--- src/rtl/fifo_wr_arbiter_pkg.sv ---
// Shared types and widths for the async FIFO write-side arbiter.
// FIFO_DW tracks the FIFO data width so the arbiter data path always matches it.
package fifo_wr_arbiter_pkg;

  localparam int FIFO_DW    = 8;
  localparam int FIFO_DEPTH = 16;

  typedef enum logic {
    ST_IDLE  = 1'b0,
    ST_BURST = 1'b1
  } wr_state_e;

endpackage

--- src/rtl/fifo_wr_arbiter_rr.sv ---
// Combinational round-robin pick: first set req bit searching upward from last_grant+1, mod NREQ.
// Zero latency; no flow control of its own.
module rr_arbiter #(
  parameter int NREQ = 4,
  parameter int GW   = 2
) (
  input  logic [NREQ-1:0] req,
  input  logic [GW-1:0]   last_grant,
  output logic [GW-1:0]   gnt_idx,
  output logic            any_req
);

  logic [GW-1:0] idx;
  logic          found;

  // NREQ is a power of two, so the GW-bit add wraps exactly at NREQ.
  always_comb begin
    gnt_idx = '0;
    found   = 1'b0;
    idx     = '0;
    for (int i = 1; i <= NREQ; i++) begin
      idx = last_grant + GW'(i);
      if (!found && req[idx]) begin
        gnt_idx = idx;
        found   = 1'b1;
      end
    end
    any_req = |req;
  end

endmodule

--- src/rtl/fifo_wr_arbiter.sv ---
// Burst-based round-robin owner of the FIFO write port; 1-cycle arbitration, then one beat per cycle.
// fifo_full stalls the owner (no ready, no write, beat count frozen); grant ends on last or MAX_BURST.
module fifo_wr_arbiter
  import fifo_wr_arbiter_pkg::*;
#(
  parameter int NREQ      = 4,
  parameter int GW        = 2,
  parameter int DW        = FIFO_DW,
  parameter int MAX_BURST = 8,
  parameter int CW        = 4
) (
  input  logic             wr_clk,
  input  logic             wr_rstn,
  input  logic [NREQ-1:0]  req_valid,
  input  logic [NREQ*DW-1:0] req_data,
  input  logic [NREQ-1:0]  req_last,
  output logic [NREQ-1:0]  req_ready,
  output logic             fifo_wr_en,
  output logic [DW-1:0]    fifo_wr_data,
  input  logic             fifo_full,
  output logic [GW-1:0]    grant_id,
  output logic             busy,
  output logic             forced_rot
);

  wr_state_e     state_q, state_d;
  logic [GW-1:0] grant_id_q, grant_id_d;
  logic [GW-1:0] last_grant_q, last_grant_d;
  logic [CW-1:0] beat_cnt_q, beat_cnt_d;
  logic          forced_rot_q, forced_rot_d;

  logic [GW-1:0] arb_idx;
  logic          any_req;
  logic          own_vld, own_last, accept, hit_max, burst_end;
  logic [CW-1:0] beat_inc;

  rr_arbiter #(.NREQ(NREQ), .GW(GW)) u_rr (
    .req        (req_valid),
    .last_grant (last_grant_q),
    .gnt_idx    (arb_idx),
    .any_req    (any_req)
  );

  assign own_vld   = req_valid[grant_id_q];
  assign own_last  = req_last[grant_id_q];
  assign accept    = (state_q == ST_BURST) && own_vld && !fifo_full;
  assign beat_inc  = beat_cnt_q + 1'b1;
  assign hit_max   = (beat_inc == CW'(MAX_BURST));
  assign burst_end = accept && (own_last || hit_max);

  always_ff @(posedge wr_clk or negedge wr_rstn) begin
    if (!wr_rstn) begin
      state_q      <= ST_IDLE;
      grant_id_q   <= '0;
      last_grant_q <= GW'(NREQ - 1);
      beat_cnt_q   <= '0;
      forced_rot_q <= 1'b0;
    end else begin
      state_q      <= state_d;
      grant_id_q   <= grant_id_d;
      last_grant_q <= last_grant_d;
      beat_cnt_q   <= beat_cnt_d;
      forced_rot_q <= forced_rot_d;
    end
  end

  always_comb begin
    state_d = state_q;
    case (state_q)
      ST_IDLE:  if (any_req)   state_d = ST_BURST;
      ST_BURST: if (burst_end) state_d = ST_IDLE;
      default:                 state_d = ST_IDLE;
    endcase
  end

  always_comb begin
    grant_id_d   = grant_id_q;
    last_grant_d = last_grant_q;
    beat_cnt_d   = beat_cnt_q;
    forced_rot_d = 1'b0;
    if (state_q == ST_IDLE) begin
      if (any_req) begin
        grant_id_d = arb_idx;
        beat_cnt_d = '0;
      end
    end else if (accept) begin
      beat_cnt_d = burst_end ? '0 : beat_inc;
      if (burst_end) last_grant_d = grant_id_q;
      // A beat that is both last and the MAX_BURST-th is a normal end, not a forced one.
      forced_rot_d = hit_max && !own_last;
    end
  end

  always_comb begin
    busy         = (state_q == ST_BURST);
    fifo_wr_en   = accept;
    fifo_wr_data = req_data[grant_id_q*DW +: DW];
    grant_id     = grant_id_q;
    forced_rot   = forced_rot_q;
    req_ready    = '0;
    if (busy && !fifo_full) req_ready[grant_id_q] = 1'b1;
  end

endmodule

--- config.mk ---
export PLATFORM = sky130hd
export DESIGN_NAME = fifo_wr_arbiter
export DESIGN_NICKNAME = d
export VERILOG_FILES = /design/src/rtl/fifo_wr_arbiter_pkg.sv /design/src/rtl/fifo_wr_arbiter_rr.sv /design/src/rtl/fifo_wr_arbiter.sv
export SDC_FILE = /design/constraint.sdc
export NUM_CORES = 1
export LEC_CHECK = 0
export ABC_AREA = 1
export CAP_MARGIN = 25
export CORE_MARGIN = 1
export CORE_UTILIZATION = 42
export CTS_BUF_LIST = sky130_fd_sc_hd__clkbuf_8
export DETAILED_ROUTE_END_ITERATION = 6
export MAX_ROUTING_LAYER = met4
export PLACE_DENSITY = 0.87
export SLEW_MARGIN = 15
export SYNTH_ARGS = -nofsm -noshare
export SYNTH_HDL_FRONTEND = slang
export SYNTH_HIERARCHICAL = 1
export SYNTH_SLANG_ARGS = --single-unit
--- constraint.sdc ---
create_clock -name wr_clk -period 1.9 [get_ports wr_clk]
set_clock_uncertainty 0.1 [all_clocks]
set_input_delay 0.475 -clock wr_clk [delete_from_list [all_inputs] [get_ports wr_clk]]
set_output_delay 0.475 -clock wr_clk [all_outputs]
set_load 0.02 [all_outputs]
# After elaboration in Yosys (flattened, before gate mapping)
# Index checks and enable logic that the tools add are counted.
[totals] reg_bits=10 out_inout_bits=17 in_bits=43 wordCells=70
[op_classes] n_eq_ne=2 addsub=4 shifts=1 reduce_logical=20 n_mux=31 magnitude_cmp=6 bitwise=1
[ops] op="$shiftx 32x6->8" count=1
[ops] op="$mux 4" count=5
[ops] op="$lt 2x3->1 const B" count=5
[ops] op="$mux 1" count=14
[ops] op="$bmux 1 s2" count=6
[ops] op="$logic_and 1x1->1" count=9
[ops] op="$mux 2" count=4
[ops] op="$logic_not 1->1" count=5
[ops] op="$add 2x2->2 const B" count=2
[ops] op="$add 4x1->4 const B" count=1
[ops] op="$eq 4x4->1 const B" count=1
[ops] op="$reduce_and 2->1" count=2
[ops] op="$reduce_or 4->1" count=1
[ops] op="$reduce_and 3->1" count=1
[ops] op="$add 2x1->2 const B" count=1
[ops] op="$demux 1 s2" count=1
[ops] op="$ge 2x1->1 const B" count=1
[ops] op="$ne 2x1->1 const B" count=1
[ops] op="$pmux 1 s2" count=1
[ops] op="$reduce_bool 2->1" count=1
[ops] op="$logic_or 1x1->1" count=1
[ops] op="$not 1->1" count=1

# Logic depth before layout (Yosys ltp)
# Gate-level depths: netlist (run 1).
[depth] ltp_word=13 depth_mapped=12 ltp_nobuf=11

# Hierarchy
# Netlist (run 1), hierarchy kept.
[modules_own_cells] module="fifo_wr_arbiter" cells_per_inst=124 area_per_inst_um2=903.4 seq_area_each_um2=252.7 instances=1
[modules_own_cells] module="rr_arbiter" cells_per_inst=50 area_per_inst_um2=301.5 seq_area_each_um2=0.0 instances=1

# Worst setup path before layout (run 1)
# OpenSTA, ideal clock, no wires.
[synth_path] kind="register to output" start="register grant_id_q[1], in the netlist grant_id[1]" end="output port req_ready[0]" t_arrival_ns=1.475 required_time_ns=1.325 n_path_buf=3 path_stages_with_launch=5 setup_slack_ns=-0.150 cell_sequence="dfrtp_1 buf_6 buf_2 buf_2 nor3_1"
[synth_via] elab_chain_len=5 word_cells_on_any_way=6 cone_classes="2 x order compare; 3 x mux; 1 x reduce/logical"
[synth_rtl] item="from (decl)" line_no="fifo_wr_arbiter.sv:27" rtl="logic [GW-1:0] grant_id_q, grant_id_d;"
[synth_rtl] item="from (signal assigned)" line_no="fifo_wr_arbiter.sv:60" rtl="grant_id_q <= grant_id_d;"
[synth_rtl] item="$lt 2x3->1 (not written as such) / $ge 2x1->1 (equally long branches)" line_no="fifo_wr_arbiter.sv:101" rtl="if (busy && !fifo_full) req_ready[grant_id_q] = 1'b1;"
[synth_rtl] item="$logic_and 1x1->1 (not written as such)" line_no="fifo_wr_arbiter.sv:101"
[synth_rtl] item="$mux 1 (not written as such)" line_no="fifo_wr_arbiter.sv:101"
[synth_rtl] item="$demux 1 s2 *" line_no="fifo_wr_arbiter.sv:101"
[synth_rtl] item="$mux 4 *" line_no="fifo_wr_arbiter.sv:101"
[synth_rtl] item="to (decl)" line_no="fifo_wr_arbiter.sv:17" rtl="output logic [NREQ-1:0] req_ready,"
# Every way passes the cells marked *; elsewhere a longest branch is shown, timed or not.

# Worst setup path in the final report (run 1)
[layout_path] start="register grant_id_q[1], in the netlist grant_id[1]" end="output port fifo_wr_data[6]"
[layout_via] elab_chain_len=1
[layout_rtl] item="$shiftx 32x6->8" line_no="fifo_wr_arbiter.sv:97" rtl="fifo_wr_data = req_data[grant_id_q*DW +: DW];"
[layout_rtl] item="to (decl)" line_no="fifo_wr_arbiter.sv:19" rtl="output logic [DW-1:0] fifo_wr_data,"
# No other way between the ends.

==> results.md, run 1 <==
Detailed routing:
- The final routed DRC violation total is 0.
- The via count of the routed design is 1,489.
- The routed wirelength normalized by instance count is 13.2 um.
- Dividing the detail-routed via count by the number of cells gives 5.26.
- Wires add up to 3740 um.
- The starting DRC count in detailed routing is 79.
- The first-pass iteration count of the detailed router is 4.
- The post-detailed-route count of antenna-violating nets is 0.

Synthesis:
- Of the total synthesized cell area, the portion taken by XOR and XNOR cells is 0.00727.
- The number of nets in the synthesized netlist is 218.
- The portion of synthesized area spent on multiplexers is 0.
- The share of the Yosys chip area taken by registers is 0.210.
- Of the total synthesized cell area, the portion taken by AND, OR, NAND and NOR gates is 0.571.
- Synthesis produced 174 cells.
- Yosys printed 6 warnings.
- The arithmetic-cell share of the synthesized area counting full adders, half adders and majority gates is 0.0104.
- Synthesis inferred 10 register bits.
- After synthesis, the largest family of logic cells by area is simple AND/OR/NAND/NOR gates.
- The synthesized-area fraction occupied by ao, oa, aoi and oai cells was 0.104.
- The cell area that synthesis handed to floorplanning was 1200 um^2.
- In this run the mean area of a mapped cell was 6.92 um^2.
- The distinct cell type count after synthesis is 28.

Clock tree:
- The number of hold buffers added after CTS is 0.
- Clock latency on the worst-skew pair, taken at its later pin, is 240 ps.
- TritonCTS created 3 clock buffers.
- The CTS tree is yes.
- The tree is rooted in a sky130_fd_sc_hd__clkbuf_8.
- After clock tree synthesis, the clock-pin slew on the worst setup and hold paths is 50 ps.
- CTS saw 10 sinks.
- The number of buffers between clock root and the deepest sink is 2.
- In this run the number of H-tree levels came out at 1.

Global route:
- Entering global routing, the biggest net connects 13 pins.
- The number of global-route vias before repair was 1,454.
- The first global-routing pass estimated 6160 um of wire.
- The number of antenna violations at the first check in global routing is 0.
- Across every metal layer, demand over resource in global routing totals 0.251.
- For this run the aggregate overflow at the end of global routing stands at 0.

Place:
- The number of I/O port buffers is 59.
- At the end of routability-driven placement, the weighted congestion stood at 0.894.
- Including well taps, the total number of placed cells is 277.
- Detailed placement finished with a half-perimeter wire length of 2730 um.

Final layout:
- The most common cell after layout, fill and taps aside is sky130_fd_sc_hd__nand2_1.
- The relative area change from synthesis to final layout is 78.5%.
- Once layout is complete, the cells apart from fillers number 283.
- The share of layout cells above drive strength 1 is 0.405.
- The top cell types in the final layout, fill and taps aside, are sky130_fd_sc_hd__nand2_1 (45), sky130_fd_sc_hd__clkdlybuf4s50_1 (38), sky130_fd_sc_hd__nand3_1 (28).
- The final design utilization is 0.787.
- The post-layout net count is 297.
- 0 antenna diodes ended up in the layout.
- The count of filler cells inserted in the layout is 188.

Power and ir drop:
- For this design the ratio of total power to cell area is 1560 nW/um^2.
- The design draws 3.36 mW.
- VDD sags by at most 1.42 mV.
- The cell leakage power is 1.03 nW.

Run status:
- The checks that failed: negative setup slack.
- The run finished, with violations left.

Timing:
- The maximum achievable frequency is 499 MHz.
- Measured against its own limit, the worst slew margin works out to 0.712.
- Setup violations remaining at the end of the flow were counted as 9.
- Subtracting the final worst setup slack from the clock period gives 2000 ps.
- Across all hold checks on the routed design, the worst slack comes to 420 ps.
- The hold violation count in the final report is 0.
- After layout, the worst setup slack is -102 ps.
- Setup repair after global routing could not meet its margin everywhere.
- In the final timing run, aggregate negative setup slack is -495 ps.
- For the pin with the worst max-slew slack, the measured transition is 430 ps.
- The count of final max-slew check failures is 0.
- In the finished design, the share of the clock period the worst path needs comes to 1.05.

Floorplan:
- The standard cell core area is 2730 um^2.
- The floorplan step set the die width to 55.6 um.
- The row count is 19.
- The die footprint is 3090 um^2.
- The initial cell density of the core is 0.441.
- In this run the count of I/O pins placed on the die edge is 60.
- The chip height is 55.6 um.

Job:
- Max-cap violations in this run came to 0.

Critical path:
- The critical path class is reg -> out.
- The required time of the worst setup path is 1320 ps.
- The data arrival time at the worst-slack endpoint is 1430 ps.
- The kind of start point of the critical path is a flip-flop.
- The largest driver fanout on the critical path is 9.
- The type of element capturing the critical path is a primary output.

Min path:
- The class of the tightest hold or removal check is reg -> reg.
[Yosys cell counts]
master | instances | area (um^2)
sky130_fd_sc_hd__nor2_8 | 2 | 40.0
sky130_fd_sc_hd__ha_1 | 1 | 12.5
sky130_fd_sc_hd__nand2_4 | 7 | 78.8
sky130_fd_sc_hd__nor2_2 | 1 | 6.26
sky130_fd_sc_hd__nand3_2 | 3 | 30.0
sky130_fd_sc_hd__dfrtp_1 | 8 | 200
sky130_fd_sc_hd__nand2_2 | 15 | 93.8
sky130_fd_sc_hd__inv_4 | 2 | 12.5
sky130_fd_sc_hd__nand4_1 | 4 | 25.0
sky130_fd_sc_hd__nor2_4 | 2 | 22.5
sky130_fd_sc_hd__inv_1 | 9 | 33.8
sky130_fd_sc_hd__o21ai_0 | 3 | 15.0
sky130_fd_sc_hd__o21ai_2 | 5 | 43.8
sky130_fd_sc_hd__nor4_1 | 1 | 6.26
sky130_fd_sc_hd__a22oi_1 | 8 | 60.1
sky130_fd_sc_hd__dfstp_2 | 2 | 52.6
sky130_fd_sc_hd__nand3b_1 | 2 | 15.0
sky130_fd_sc_hd__inv_2 | 3 | 11.3
sky130_fd_sc_hd__buf_2 | 2 | 10.0
sky130_fd_sc_hd__clkbuf_1 | 2 | 7.51
sky130_fd_sc_hd__nor3_1 | 4 | 20.0
sky130_fd_sc_hd__a31oi_1 | 1 | 6.26
sky130_fd_sc_hd__nand3_1 | 34 | 170
sky130_fd_sc_hd__nand2_1 | 45 | 169
sky130_fd_sc_hd__xor2_1 | 1 | 8.76
sky130_fd_sc_hd__inv_6 | 1 | 8.76
sky130_fd_sc_hd__buf_6 | 3 | 33.8
sky130_fd_sc_hd__nor2_1 | 3 | 11.3
[per-stage QoR]
stage,setup slack [ps],area [um^2]
3_3_place_gp,-685,1970
5_1_grt,-164,2150
4_1_cts,-128,2080
3_5_place_dp,-674,1970
2_1_floorplan,-150,1210
6_report,-102,2150
[worst max-delay path, stage by stage, from the launching register on]
cell and delay [ps]:
sky130_fd_sc_hd__dfrtp_1 400, sky130_fd_sc_hd__buf_12 160, sky130_fd_sc_hd__nor2_8 50, sky130_fd_sc_hd__buf_12 140, sky130_fd_sc_hd__a22oi_2 190, sky130_fd_sc_hd__nand3_2 110, sky130_fd_sc_hd__buf_6 150
[where the power goes]
group | internal [mW] | switching, mW | leakage [nW] | total [mW]
combinational | 1.23 | 1.48 | 0.883 | 2.71
sequential | 0.307 | 0.119 | 0.121 | 0.426
clock | 0.141 | 0.0823 | 0.0269 | 0.224
total | 1.68 | 1.68 | 1.03 | 3.36
[worst paths after layout]
path | from | to | slack (ps) | depth (start not counted)
max | grant_id[1] | fifo_wr_data[6] | -100 | 6
min | beat_cnt_q[3] | beat_cnt_q[3] | 420 | 2
max reg2reg | last_grant_q[0] | grant_id[0] | 210 | 11
min reg2reg | beat_cnt_q[3] | beat_cnt_q[3] | 420 | 2
max in group asynchronous | wr_rstn | last_grant_q[1] | 920 | 1
min in group asynchronous | wr_rstn | beat_cnt_q[0] | 450 | 1
[metal layers]
layer / vias to the layer above / wire (um) / global-route usage
met2: 55 / 1940 / 0.429
met4: 0 / 63 / 0.0607
met5: - / 0 / -
met1: 684 / 1560 / 0.309
li1: 742 / - / -
met3: 8 / 165 / 0.0398
[kinds of logic after synthesis]
group                    after synthesis
adder cells (fa/ha/maj)                1
buffers and inverters                 22
XOR/XNOR                               1
AO/OA/AOI/OAI                         17
AND/OR/NAND/NOR                      123
flip-flops                            10
[cell type report]
class	count	area (um^2)	share of cell area
multi-input cells	142	940	0.437
clock inverters	1	3.75	0.00175
flip-flops and latches	10	254	0.118
well taps	31	38.8	0.0180
inverters	15	66.3	0.0308
clock buffers	3	41.3	0.0192
repair buffers	81	807	0.375
[sequential cells by signal (all words and copies together) (netlist names)]
signal and count:
beat_cnt_q 4, busy 1, forced_rot 1, grant_id 2, last_grant_q 2
[what timing repair did]
item / CTS / global route
endpoints found under the hold margin: 0 / 0
resized for setup: 95 / 18
endpoints found under the setup margin: 15 / 13
cloned: 0 / 0
pin swaps: 8 / 10
setup buffers: 2 / 1
(Power assumes the default switching activity.)
==> run 2, diff against run 1 <==
--- a/config.mk
+++ b/config.mk
@@ -5,14 +5,12 @@
 export SDC_FILE = /design/constraint.sdc
 export NUM_CORES = 1
 export LEC_CHECK = 0
-export ABC_AREA = 1
 export CAP_MARGIN = 25
 export CORE_MARGIN = 1
-export CORE_UTILIZATION = 42
-export CTS_BUF_LIST = sky130_fd_sc_hd__clkbuf_8
+export CORE_UTILIZATION = 35
 export DETAILED_ROUTE_END_ITERATION = 6
 export MAX_ROUTING_LAYER = met4
-export PLACE_DENSITY = 0.87
+export PLACE_DENSITY = 0.83
 export SLEW_MARGIN = 15
 export SYNTH_ARGS = -nofsm -noshare
 export SYNTH_HDL_FRONTEND = slang
==> run 2 against run 1 <==
- the run still ends with negative setup slack left
- synthesized cell count decreased by 55%
- first-iteration DRC count decreased by 85%
- clock power fell by 16%
- setup slack got worse by 93 ps
- sequential cell count did not move
- critical path depth is 3 lower
- routed wire length fell by 23%
- die area fell by 10%
- largest power group unchanged
- highest routed layer unchanged
==> results.md, run 2 <==
Critical path:
- The critical path class was reg -> out (unchanged).
- The depth of the worst register-to-register path is 7 (was 11).
- The master of the slowest instance on the critical path is sky130_fd_sc_hd__mux4_2 (was sky130_fd_sc_hd__dfrtp_1).
- The largest incremental delay on the critical path came to 560 ps (was 400 ps).
- The end of the worst register-to-register path is beat_cnt_q[2] (was grant_id[0]).
- The required time of the worst setup path is 1320 ps (about the same).
- The data arrival time at the worst-slack endpoint is 1520 ps (was 1430 ps).
- The type of element capturing the critical path is a primary output (unchanged).
- The family with the most delay on the worst path is multiplexers (was buffers and inverters).
- The launch instance of the worst register-to-register path was grant_id[0] (was last_grant_q[0]).
- The flop-to-flop setup slack is -20 ps (was 210 ps).
- The largest driver fanout on the critical path came to 3 (was 9).
- The kind of start point of the critical path is a flip-flop (unchanged).
- Cell chain of the critical path: mux4_2 -> and2_4 -> buf_6 (was buf_12 -> nor2_8 -> buf_12 -> a22oi_2 -> nand3_2 -> buf_6).
- The count of buffer and inverter cells on the critical path is 1 (was 3).

Detailed routing:
- The final routed DRC violation total is 0 (unchanged).
- The via count of the routed design is 979 (was 1,489).
- The post-detailed-route count of antenna-violating nets came to 0 (unchanged).
- The first-pass iteration count of the detailed router was 5 (was 4).
- The routed wirelength normalized by instance count is 15.6 um (was 13.2 um).
- The starting DRC count in detailed routing is 12 (was 79).
- The total wirelength of the detailed-routed design is 2890 um (was 3740 um).
- The via-per-instance ratio is 5.29 (was 5.26).

Place:
- The final HPWL from detailed placement is 2250 um (was 2730 um).
- The total placed cells including tap cells was 179 (was 277).
- The routability congestion estimate is 0.772 (was 0.894).
- The number of I/O port buffers came to 59 (unchanged).

Power and ir drop:
- The power density over the cells was 1410 nW/um^2 (was 1560 nW/um^2).
- The cell leakage power was 0.768 nW (was 1.03 nW).
- The worst voltage drop across the vdd grid is 0.937 mV (was 1.42 mV).

Timing:
- The count of final max-slew check failures is 0 (unchanged).
- The period utilization is 1.10 (was 1.05).
- The worst slew margin relative to its limit is 0.710 (was 0.712).
- The final worst setup slack is -195 ps (was -102 ps).
- The worst hold slack across all endpoints is 420 ps (about the same).
- The hold violation count in the final report came to 0 (unchanged).
- Setup repair after global routing missed its margin: true (unchanged).
- The transition time at the pin with the least slew margin was 434 ps (was 430 ps).
- The number of endpoints failing setup at the final stage came to 11 (was 9).
- The maximum achievable frequency came to 477 MHz (was 499 MHz).
- The final critical delay including setup and external delays is 2100 ps (was 2000 ps).

Synthesis:
- Dominant cells by area after synthesis: sky130_fd_sc_hd__dfrtp_1 (22%), sky130_fd_sc_hd__mux4_2 (15%), sky130_fd_sc_hd__mux4_1 (12%), sky130_fd_sc_hd__dfstp_2 (5.8%), sky130_fd_sc_hd__mux2_2 (5.0%) (was sky130_fd_sc_hd__dfrtp_1 (17%), sky130_fd_sc_hd__nand3_1 (14%), sky130_fd_sc_hd__nand2_1 (14%), sky130_fd_sc_hd__nand2_2 (7.8%), sky130_fd_sc_hd__nand2_4 (6.5%)).
- The sequential fraction of the synthesis area is 0.281 (was 0.210).
- The distinct cell type count after synthesis is 36 (was 28).
- The async set or reset register ratio after synthesis is 1.00 (unchanged).
- The area of the mapped netlist came to 900 um^2 (was 1200 um^2).
- The gate count of the mapped netlist is 79 (was 174).
- The biggest area consumer among synthesized cells is sky130_fd_sc_hd__dfrtp_1 (unchanged).
- The post-synthesis average cell area is 11.4 um^2 (was 6.92 um^2).
- The count of state elements after synthesis was 10 (unchanged).
- The fraction of post-synthesis cell area in the top cell type by area is 0.223 (was 0.166).
- The number of nets in the synthesized netlist is 123 (was 218).
- The most used flip-flop cell after synthesis is sky130_fd_sc_hd__dfrtp_1 (unchanged).
- The dominant cell by count in the synthesized netlist is sky130_fd_sc_hd__nand2_1 (unchanged).
- Ranking of synthesized cells by instance count: sky130_fd_sc_hd__nand2_1 (9), sky130_fd_sc_hd__dfrtp_1 (8), sky130_fd_sc_hd__mux4_2 (6) (was sky130_fd_sc_hd__nand2_1 (45), sky130_fd_sc_hd__nand3_1 (34), sky130_fd_sc_hd__nand2_2 (15)).
- The number of enable flip-flop cells after synthesis is 0 (unchanged).
- The number of warning messages in the yosys log was 6 (unchanged).

Run status:
- Run status: complete, but fails checks (unchanged).
- Violated checks: negative setup slack (unchanged).

Final layout:
- The post-layout net count was 200 (was 297).
- The share of layout cells above drive strength 1 came to 0.445 (was 0.405).
- Highest-count cells in the layout ignoring fill and taps: sky130_fd_sc_hd__dlygate4sd2_1 (25), sky130_fd_sc_hd__buf_6 (16), sky130_fd_sc_hd__buf_4 (14) (was sky130_fd_sc_hd__nand2_1 (45), sky130_fd_sc_hd__clkdlybuf4s50_1 (38), sky130_fd_sc_hd__nand3_1 (28)).
- The relative area change from synthesis to final layout is 88.0% (was 78.5%).
- The most common cell after layout, fill and taps aside was sky130_fd_sc_hd__dlygate4sd2_1 (was sky130_fd_sc_hd__nand2_1).
- The flip-flop count of the largest register after layout is 4 (unchanged).
- The register with the most flip-flops is beat_cnt_q (unchanged).
- The antenna diode instance count is 0 (unchanged).
- The final instance count without filler cells was 185 (was 283).

Clock tree:
- The H-tree depth was 1 (unchanged).
- The number of clock sinks is 10 (unchanged).
- The clock insertion delay at the later pin of the skew report is 260 ps (was 240 ps).
- The clock-pin slew of the registers on the worst-case setup and hold paths is 60 ps (was 50 ps).
- The root cell of the clock tree is sky130_fd_sc_hd__clkbuf_4 (was sky130_fd_sc_hd__clkbuf_8).
- The CTS tree is yes (unchanged).
- The number of buffers between clock root and the deepest sink is 2 (unchanged).
- The number of clock buffers inserted by TritonCTS came to 3 (unchanged).

Global route:
- The number of global-route vias before repair is 940 (was 1,454).
- The wire length of the first global-routing pass is 4150 um (was 6160 um).
- The largest net degree at the start of global routing is 15 (was 13).
- The met2 demand-to-capacity share in global routing is 0.388 (was 0.429).
- The fraction of met1 tracks used by global routing came to 0.238 (was 0.309).
- The met3 track demand over resource is 0.0232 (was 0.0398).
- The number of antenna violations at the first check in global routing is 0 (unchanged).
- The global-route layer with the greatest usage was met2 (unchanged).
- The sum of overflow across all layers after global routing is 0 (unchanged).
- The total routing resource utilization after global routing is 0.210 (was 0.251).

Job:
- The number of maximum-capacitance constraint violations is 0 (unchanged).

Floorplan:
- The chip height came to 52.7 um (was 55.6 um).
- The initial cell density of the core was 0.366 (was 0.441).
- The width of the die was 52.7 um (was 55.6 um).
- The die footprint is 2780 um^2 (was 3090 um^2).
- The row count is 18 (was 19).
- The standard cell core area is 2450 um^2 (was 2730 um^2).
- The number of top-level design ports is 60 (unchanged).

Min path:
- The class of the tightest hold or removal check is in -> async (was reg -> reg).
[run 2: cell count changes after synthesis, sizes merged, moves of 4 or more]
cell,previous run,this run
nand4,4,0
mux2,0,4
o21ai,8,3
inv,15,4
nor2,8,3
mux4,0,10
a21oi,0,5
a22oi,8,0
buf,5,1
nand2,67,11
nand3,37,3
[run 2: worst register-to-register path, cell delays in order, from the launching register on]
cell and delay, ps:
sky130_fd_sc_hd__dfrtp_2 410, sky130_fd_sc_hd__buf_6 140, sky130_fd_sc_hd__buf_6 100, sky130_fd_sc_hd__mux4_2 530
sky130_fd_sc_hd__inv_2 100, sky130_fd_sc_hd__a211o_4 170, sky130_fd_sc_hd__nand2_4 70, sky130_fd_sc_hd__o311ai_4 210
[run 2: kinds of logic after synthesis]
| family | after synthesis | synth area share |
|---|---|---|
| multiplexers | 15 | 0.328 |
| adder cells (fa/ha/maj) | 1 | 0.0139 |
| AND/OR/NAND/NOR | 30 | 0.188 |
| buffers and inverters | 8 | 0.0417 |
| AO/OA/AOI/OAI | 15 | 0.147 |
| flip-flops | 10 | 0.281 |
[run 2: layout make-up]
cell class	count	area [um^2]
well taps	30	37.5
multi-input cells	61	637
repair buffers	76	712
inverters	4	15.0
fillers	207	763
clock buffers	4	36.3
flip-flops and latches	10	254
[run 2: where the power goes]
part           total (mW)  switching (mW)  leakage (nW)  internal, mW
Sequential          0.452           0.124         0.116         0.329
Clock               0.188          0.0714        0.0210         0.116
Combinational        1.74           0.784         0.632         0.954
Total                2.38           0.979         0.768          1.40
[run 2: what timing repair did]
| action | in CTS | in global routing |
|---|---|---|
| endpoints found under the hold margin | 0 | 0 |
| endpoints found under the setup margin | 24 | 21 |
| hold buffers | 0 | 0 |
| resized for setup | 118 | 19 |
| pin swaps | 2 | 2 |
| buffers inserted | 2 | 0 |
[run 2: per-layer routing]
metal | share of wire | up-vias
li1 | - | 451
met1 | 0.39 | 481
met2 | 0.55 | 43
met3 | 0.054 | 4
met4 | 0.010 | 0
met5 | 0 | -
[run 2: how the worst max path moves through the flow]
| stage | startpoint | end | slack [ps] | depth (start not counted) |
|---|---|---|---|---|
| 2_1_floorplan | grant_id[0] | fifo_wr_en | -2 | 3 |
| 3_3_place_gp | req_valid[3] | fifo_wr_en | -800 | 4 |
| 3_5_place_dp | req_valid[3] | fifo_wr_en | -810 | 4 |
| 4_1_cts | grant_id[0] | fifo_wr_en | -170 | 3 |
| 5_1_grt | grant_id[0] | fifo_wr_en | -230 | 3 |
| 6_report | grant_id[0] | fifo_wr_en | -200 | 3 |
[run 2: per-stage QoR]
stage / worst slack, ps / cell area, um^2 / power, mW / utilization / setup TNS [ps]
floorplan: -1.72 / 917 / 1.39 / - / -1.72
global placement: -795 / 1620 / 1.95 / 0.662 / -10310
detailed placement: -810 / 1620 / 2.00 / 0.662 / -10890
CTS: -174 / 1640 / 2.26 / 0.667 / -1400
global route: -226 / 1690 / 2.52 / 0.689 / -2130
finish: -195 / 1690 / 2.38 / 0.689 / -1400
==> variant, RTL diff (flow settings as in run 1) <==
Change the parameter `CW` from 4 to 3.
--- a/src/rtl/fifo_wr_arbiter.sv
+++ b/src/rtl/fifo_wr_arbiter.sv
@@ -9,3 +9,3 @@
   parameter int MAX_BURST = 8,
-  parameter int CW        = 4
+  parameter int CW        = 3
 ) (
Check against the original RTL: no difference found for any inputs over 10 cycles, from zero or initial values and one cycle with wr_rstn low; that may be too few to reach the edited logic, so the function may still have changed.
==> variant against run 1 <==
The flow still finishes with violations (negative setup slack); wire length is 6.8% higher; power down 4.9%; sequential cell count is 1 lower; largest power group unchanged; cell area fell by 4.1%; synthesized area decreased by 8.0%; count of clock-buffer cells in the layout did not move; largest cell class unchanged; setup slack better by 0.019 ns; global-route usage increased by 4.1 points.
==> variant: results (changes against run 1) <==
* Result of the run: complete, but fails checks
* Violations in the final reports: negative setup slack
* Vias per cell at 5.43 (+3.1%)
* Worst vdd rail ir drop at 1170 µV (-18%)
* First-pass detailed-route iteration total at 4 (unchanged)
* DRC Markers at 0 (unchanged)
* Proportion of synthesized chip area in sequential cells at 0.205 (-0.00434)
* Worst Hold Path Cells at 2 (unchanged)
* HP Class: register to register
* Warnings, synthesis at 6 (unchanged)
* Crit path setup slack, layout at -0.0838 ns (+0.0187 ns)
* Yosys cell types at 28 (unchanged)
* Syn Nets at 210 (-3.7%)
* Register-to-Register Path Depth at 9 (-2)
* Placed instance area at 0.00189 mm² (-4.1%)
* Worst max-slew margin expressed relative to the limit at 0.735 (+0.0224)
* First-pass GRT wire length at 5850 µm (-5.0%)
* Max H-tree Level at 1 (unchanged)
* Maximum number of pins on one net before global-route repair at 15 (+2)
* Global-route usage over all layers at 0.291 (+0.0406)
* Hold worst-path end: beat_cnt_q[2]
* Static leakage at 1.00 nW (-2.6%)
* Final layout net count at 296 (-0.34%)
* FF-to-FF setup slack at 0.17 ns (-0.04 ns)
* HPWL after DPL at 2920 µm (+7.1%)
* Share of layout cells above drive strength 1 at 0.404 (-0.000762)
* Critical path fanouts, max at 3 (-6)
* Capture instance of the worst register-to-register path: grant_id[1]
* Arrival time of data at the critical path endpoint at 1.41 ns (-0.02 ns)
* Max FFs per register at 3 (-1)
* Drt total wl at 3990 µm (+6.8%)
* Worst Hold Launch: beat_cnt_q[2]
* Filler cells at 173 (-8.0%)
* Synthesized-area fraction occupied by adder cells at 0.0226 (+0.0122)
* Initial antenna violation count at 0 (unchanged)
* CP top delay family: flip-flops
* Number of buffers on the longest clock path at 2 (unchanged)
* TNS Setup at -0.417 ns (+0.0790 ns)
* Max stage delay on crit path at 0.44 ns (+0.04 ns)
* Initial DRC Count at 41 (-48%)
* Register clock-pin slew on the reported worst setup and hold paths at 0.05 ns (about the same)
* Placer Congestion at 0.767 (-14%)
* Main flop type after synthesis: sky130_fd_sc_hd__dfrtp_1
* Synth Area in XOR/XNOR at 0 (-0.00727)
* Library cell contributing the largest single delay on the critical path: sky130_fd_sc_hd__dfrtp_2
* Complex-gate fraction of the synthesized area at 0.0993 (-0.00452)
* Most flop-heavy register: beat_cnt_q
* Cells taking the most area after synthesis: sky130_fd_sc_hd__nand2_1, sky130_fd_sc_hd__dfrtp_1, sky130_fd_sc_hd__nand3_1
* Cell types with the highest counts after synthesis: sky130_fd_sc_hd__nand2_1, sky130_fd_sc_hd__nand3_1, sky130_fd_sc_hd__inv_1, sky130_fd_sc_hd__nand2_2
* Vias in the first global route at 1413 (-2.8%)
* Final Setup Violations at 8 (-1)
* Instance count of the mapped netlist at 165 (-5.2%)
variant: changes by cell type in the layout (fill, tap and decap cells not counted), moves of 3 or more:
cell                      change
sky130_fd_sc_hd__nand2_1      +3
sky130_fd_sc_hd__buf_6        -3
sky130_fd_sc_hd__nand3_2      -3
sky130_fd_sc_hd__buf_4        +9
variant: kinds of logic (layout without fill, tap and decap cells):
group / after synthesis / count (layout)
adder cells (fa/ha/maj): 2 / 2
AND/OR/NAND/NOR: 118 / 118
flip-flops: 9 / 9
buffers and inverters: 20 / 105
AO/OA/AOI/OAI: 16 / 16
variant: power breakdown:
group	leakage [nW]	internal (W)	switching (W)	total, W
sequential	0.106	0.000282	0.000125	0.000407
combinational	0.872	0.00117	0.00140	0.00257
clock	0.0269	0.000141	0.0000762	0.000217
variant: area by class of cell:
class,instances,area share
Clock inverter,1,0.00182
Clock buffer,3,0.0200
Tap cell,30,0.0182
Multi-Input combinational cell,136,0.420
Inverter,13,0.0273
Sequential cell,9,0.112
Timing Repair Buffer,88,0.401
variant: worst max path at each step:
| stage | slack [ns] | from | to |
|---|---|---|---|
| floorplan | -0.13 | grant_id[1] | req_ready[0] |
| global placement | -0.62 | fifo_full | req_ready[1] |
| detailed placement | -0.66 | fifo_full | req_ready[1] |
| CTS | -0.11 | grant_id[0] | fifo_wr_en |
| global route | -0.13 | grant_id[0] | fifo_wr_en |
| finish | -0.08 | grant_id[0] | fifo_wr_en |
variant: per-stage QoR:
step                hold slack (ns)   util  std cells  setup slack (ns)  total power [W]
floorplan                    0.0794      -        165            -0.127          0.00180
CTS                           0.403  0.781        279            -0.106          0.00290
global placement              0.367  0.762        271            -0.623          0.00262
detailed placement            0.393  0.762        271            -0.660          0.00270
finish                        0.401  0.832        280           -0.0838          0.00319
global route                  0.431  0.832        280            -0.131          0.00342
variant: worst reg2reg max path, cell delays in order, from the launching register on:
cell and delay [ns]:
sky130_fd_sc_hd__dfstp_2 0.66, sky130_fd_sc_hd__inv_6 0.08, sky130_fd_sc_hd__nand2_1 0.09, sky130_fd_sc_hd__nand2_2 0.08
sky130_fd_sc_hd__nand2_4 0.09, sky130_fd_sc_hd__inv_1 0.04, sky130_fd_sc_hd__a31oi_1 0.18, sky130_fd_sc_hd__nand3_1 0.13
sky130_fd_sc_hd__nand2_1 0.09, sky130_fd_sc_hd__o21ai_0 0.07
variant: routing by layer:
metal / track usage / wire length, µm
met5: - / 0
met4: 0.0702 / 34
met3: 0.0632 / 190
met2: 0.519 / 2280
met1: 0.326 / 1480
variant: timing repair:
| action | CTS | global route |
|---|---|---|
| pin swaps | 7 | 10 |
| hold buffers | 0 | 0 |
| setup endpoints to repair | 15 | 12 |
| hold endpoints to repair | 0 | 0 |
| setup buffers | 4 | 1 |
| gates resized for setup | 76 | 33 |
